## src/rtl/tanimoto_hit_collector.sv

```systemverilog
// Tags every comparator result with {query, reference} indices and buffers the hits
// in a first-word-fall-through FIFO. The FIFO drains through a valid/ready stream.
module tanimoto_hit_collector #(
  parameter int REF_CNT    = 1024,
  parameter int REF_ID_W   = $clog2(REF_CNT),
  parameter int QRY_ID_W   = 16,
  parameter int FIFO_DEPTH = 16,
  parameter int FIFO_AW    = $clog2(FIFO_DEPTH),
  parameter int DROP_W     = 16
) (
  input  logic                         clk,
  input  logic                         rst,
  input  logic                         i_Hit,
  input  logic                         i_Valid,
  input  logic                         i_SoftClr,
  output logic [QRY_ID_W+REF_ID_W-1:0] o_HitData,
  output logic                         o_HitValid,
  input  logic                         i_HitReady,
  output logic                         o_QueryDone,
  output logic                         o_Overflow,
  output logic [DROP_W-1:0]            o_DropCnt,
  output logic [FIFO_AW:0]             o_Level
);

  localparam int DW = QRY_ID_W + REF_ID_W;
  localparam logic [REF_ID_W-1:0] REF_LAST = REF_ID_W'(REF_CNT - 1);
  localparam logic [FIFO_AW:0]    LVL_FULL = (FIFO_AW + 1)'(FIFO_DEPTH);
  localparam logic [DROP_W-1:0]   DROP_MAX = '1;

  logic [REF_ID_W-1:0] ref_idx_q, ref_idx_d;
  logic [QRY_ID_W-1:0] qry_idx_q, qry_idx_d;
  logic [FIFO_AW-1:0]  wr_ptr_q, wr_ptr_d;
  logic [FIFO_AW-1:0]  rd_ptr_q, rd_ptr_d;
  logic [FIFO_AW:0]    level_q, level_d;
  logic                overflow_q, overflow_d;
  logic [DROP_W-1:0]   drop_cnt_q, drop_cnt_d;
  logic                done_q, done_d;
  logic [DW-1:0]       mem [FIFO_DEPTH];

  logic push_req, push_acc, pop, drop, full, hit_valid;

  // Stream handshake: a word transfers on every cycle where o_HitValid and
  // i_HitReady are both high; while valid is high without ready, o_HitData holds
  // and valid stays high. The producer side has no ready, so a hit meeting a full
  // FIFO without a simultaneous pop is dropped and counted instead of stalling.
  assign hit_valid = (level_q != '0);
  assign full      = (level_q == LVL_FULL);
  assign push_req  = i_Valid & i_Hit;
  assign pop       = hit_valid & i_HitReady;
  assign push_acc  = push_req & (~full | pop);
  assign drop      = push_req & ~push_acc;

  always_comb begin
    ref_idx_d  = ref_idx_q;
    qry_idx_d  = qry_idx_q;
    wr_ptr_d   = wr_ptr_q;
    rd_ptr_d   = rd_ptr_q;
    level_d    = level_q;
    overflow_d = overflow_q;
    drop_cnt_d = drop_cnt_q;
    done_d     = 1'b0;
    if (i_SoftClr) begin
      ref_idx_d  = '0;
      qry_idx_d  = '0;
      wr_ptr_d   = '0;
      rd_ptr_d   = '0;
      level_d    = '0;
      overflow_d = 1'b0;
      drop_cnt_d = '0;
    end else begin
      if (i_Valid) begin
        if (ref_idx_q == REF_LAST) begin
          ref_idx_d = '0;
          qry_idx_d = qry_idx_q + 1'b1;
          done_d    = 1'b1;
        end else begin
          ref_idx_d = ref_idx_q + 1'b1;
        end
      end
      if (push_acc) wr_ptr_d = wr_ptr_q + 1'b1;
      if (pop)      rd_ptr_d = rd_ptr_q + 1'b1;
      case ({push_acc, pop})
        2'b10:   level_d = level_q + 1'b1;
        2'b01:   level_d = level_q - 1'b1;
        default: level_d = level_q;
      endcase
      if (drop) begin
        overflow_d = 1'b1;
        if (drop_cnt_q != DROP_MAX) drop_cnt_d = drop_cnt_q + 1'b1;
      end
    end
  end

  always_ff @(posedge clk or posedge rst) begin
    if (rst) begin
      ref_idx_q  <= '0;
      qry_idx_q  <= '0;
      wr_ptr_q   <= '0;
      rd_ptr_q   <= '0;
      level_q    <= '0;
      overflow_q <= 1'b0;
      drop_cnt_q <= '0;
      done_q     <= 1'b0;
    end else begin
      ref_idx_q  <= ref_idx_d;
      qry_idx_q  <= qry_idx_d;
      wr_ptr_q   <= wr_ptr_d;
      rd_ptr_q   <= rd_ptr_d;
      level_q    <= level_d;
      overflow_q <= overflow_d;
      drop_cnt_q <= drop_cnt_d;
      done_q     <= done_d;
    end
  end

  // Storage needs no reset: the pointers and level alone decide what is visible.
  always_ff @(posedge clk) begin
    if (push_acc && !i_SoftClr) mem[wr_ptr_q] <= {qry_idx_q, ref_idx_q};
  end

  assign o_HitValid  = hit_valid;
  assign o_HitData   = hit_valid ? mem[rd_ptr_q] : '0;
  assign o_QueryDone = done_q;
  assign o_Overflow  = overflow_q;
  assign o_DropCnt   = drop_cnt_q;
  assign o_Level     = level_q;

endmodule

```

## config.mk

```make
export PLATFORM = sky130hd
export DESIGN_NAME = tanimoto_hit_collector
export DESIGN_NICKNAME = d
export VERILOG_FILES = /design/src/rtl/tanimoto_hit_collector.sv
export SDC_FILE = /design/constraint.sdc
export NUM_CORES = 1
export LEC_CHECK = 0
export ABC_AREA = 1
export CORE_MARGIN = 4
export CORE_UTILIZATION = 40
export DETAILED_ROUTE_END_ITERATION = 8
export PLACE_DENSITY = 0.59
export SYNTH_ARGS = -nofsm -noshare
export SYNTH_HDL_FRONTEND = slang
export SYNTH_SLANG_ARGS = --single-unit
```

## constraint.sdc

```tcl
create_clock -name clk -period 5.78 [get_ports clk]
set_input_delay 1.734 -clock clk [delete_from_list [all_inputs] [get_ports clk]]
set_output_delay 1.734 -clock clk [all_outputs]
set_load 0.02 [all_outputs]
```

==> reports/metrics.cfg <==
[outcome]
outcome=completed

[setup_path]
crit_path_start_kind=register
cp_data_required_time_ps=4050
crit_fanout=56
worst_ep_arrival_time_ps=3460
critical_path_class=register to primary output
worstSetupEndpointType=primary output

[final_layout]
nFillCells=4529
instances_no_fill=2613
diodes=0
nNetsFinal=1922
syn2layout_area_growth_pct=13.80
multiInputGateArea_mm2=0.005737
final-seq-area_mm2=0.01393
drive_gt1_frac=0.08346

[placement]
gp_congestion=0.8040
dp_slack_ps=1159
io_buffers=55
dpl.cell_count=2525
place_hpwl_mm=27.15

[power_and_ir_drop]
power_density_mw_per_mm2=394.5
p_leak_nw=8.609
ir_drop_mv=0.3220

[floorplan]
core_mm2=0.05017
io_pins=56
die_w_um=233.5
start_util=0.4053
die_area_mm2=0.05450
die_y_um=233.5
rows=82

[synthesis]
ys_seq_elements=473
syn_area_mm2=0.02033
ys_types=37
syn-instance-count=1862
yosys.area.top_type=edfxtp_1
yosysMostFrequentCell=nand2_1
avgSynthCellArea_um2=10.92
synth_area_leaders=edfxtp_1 61%, nand2_1 12%, nand3_1 9.0%
synth_flop_cell=edfxtp_1
ys_warn_count=0
synthArstFlopShare=0.1205
netlist_top_cells_count=650 x nand2_1, 416 x edfxtp_1, 367 x nand3_1, 66 x nor2_1, 57 x dfrtp_1
ys_seq_area_frac=0.6845
synth_fp_nets=1880
netlist.area_leader.share=0.6144
synth_edf_count=416

[sta]
min_period_ps=5197
finalCritPeriodShare=0.8991
finalSetupViolCount=0
slew_headroom=0.2259
slew_violations=0
fmax_mhz=192.4
rsz0062_at_grt=no
holdWs_ps=526.4
finalClockSkew_ps=19.81
setup_ws_ps=583.2
tightest_slew_ps=1161
setup_tns_ps=0
hold_viol=0

[global_routing]
grt_max_degree=211
grt_pass1_vias=13440
grt_pass1_wl_mm=78.78
grt-ovfl-total=0
groute.usage.overall=0.1877
antenna_found_initial=0

[clocking]
cts_setup_buffers=0
htreeDepth=2
cts_root_buffer=clkbuf_16
numCtsBuffers=49
insertion_delay_ps=590
cts_tree=yes
cts_buffer_depth=3
numClockSinks=473
cts.clk_slew.worst_paths_ps=60
post_cts_resize_count=0
cts_hold_buf=0

[routing]
antenna_left=0
wl_per_cell_um=19.64
drc_errors=0
drt_first_pass_iters=5
drt_iter0_drc=1172
num_vias=13800
via_per_inst=5.283
routed_wl_mm=51.31

[worst_hold_path]
hold_class=register to register

[flow_run]
drv_cap=0

## layout make-up
cell class / count / share of cell area
Inverter: 53 / 0.008868
Multi-Input combinational cell: 1236 / 0.2479
Timing Repair Buffer: 91 / 0.03763
Tap cell: 672 / 0.03634
Clock buffer: 61 / 0.05678
Sequential cell: 473 / 0.6019
Clock inverter: 27 / 0.01060
## cell families (layout without fill, tap and decap cells)
family,count (synthesis),after routing,synth area share
XOR/XNOR,14,14,0.006031
flip-flops,473,473,0.6845
adder cells (fa/ha/maj),12,12,0.007753
buffers and inverters,153,232,0.03926
AO/OA/AOI/OAI,77,77,0.02301
AND/OR/NAND/NOR,1133,1133,0.2394
## power by group
part | leakage [nW] | switching, mW | internal (mW) | total, mW
sequential | 4.66 | 0.0425 | 3.72 | 3.76
combinational | 3.18 | 1.52 | 0.749 | 2.27
clock | 0.765 | 1.31 | 1.79 | 3.10
total | 8.61 | 2.87 | 6.26 | 9.13
## metal layers
| layer | vias to the layer above | track usage | wire length [µm] |
|---|---|---|---|
| met5 | - | 0 | 0 |
| met4 | 0 | 0.04048 | 735 |
| met3 | 51 | 0.03390 | 3144 |
| met2 | 372 | 0.3141 | 24610 |
| met1 | 6837 | 0.2579 | 22820 |
| li1 | 6544 | - | - |
## metrics by stage
step / power [mW] / utilization / cell area (µm²)
3_5_place_dp: 6.112 / 0.4301 / 21580
4_1_cts: 9.209 / 0.4612 / 23140
5_1_grt: 9.566 / 0.4612 / 23140
2_1_floorplan: 5.413 / - / 20330
6_report: 9.128 / 0.4612 / 23140
3_3_place_gp: 6.091 / 0.4301 / 21580
## placed cells by master, fill, tap and decap left out, types with 6 or more instances in the layout
cell type          n
nor3_1             7
inv_1             43
nor2_1            50
edfxtp_1         416
clkbuf_16         51
nand4_1           25
dfrtp_1           54
ha_1              11
nor2_4            17
xor2_1            11
nand3_1          367
o21bai_1           6
nand2_1          650
clkdlybuf4s50_1   55
o21ai_0           13
buf_4             32
clkbuf_1          10
clkinv_2           8
clkinv_1          12
inv_2              6
a21oi_1           35
o21ai_2           14
## sequential cells by signal, indices dropped and copies added, names as in the netlist
name	cells
qry_idx_q	16
o_Level	5
rd_ptr_q	4
o_DropCnt	16
o_Overflow	1
wr_ptr_q	4
ref_idx_q	10
mem	416
o_QueryDone	1
## final timing paths
path                                   from            end  slack [ps]  cells after the start
worst max-delay path            rd_ptr_q[1]  o_HitData[25]         580                      8
worst min-delay path             o_Overflow     o_Overflow         530                      2
worst max register to register   o_Level[4]     mem[8][21]        3130                      8
worst min register to register   o_Overflow     o_Overflow         530                      2
max in group asynchronous               rst    rd_ptr_q[1]        3360                      3
min in group asynchronous               rst   o_DropCnt[4]        1530                      2
## worst max-delay path, cell delays in order, from the launching register on
cell and delay [ps]:
dfrtp_4 410, buf_4 620, buf_4 700, nand3_1 150, nand3_1 100, nand2_1 80
nand2_1 130, a21oi_1 120, clkdlybuf4s50_1 560
Note: power is estimated with default switching activity, not from simulation.
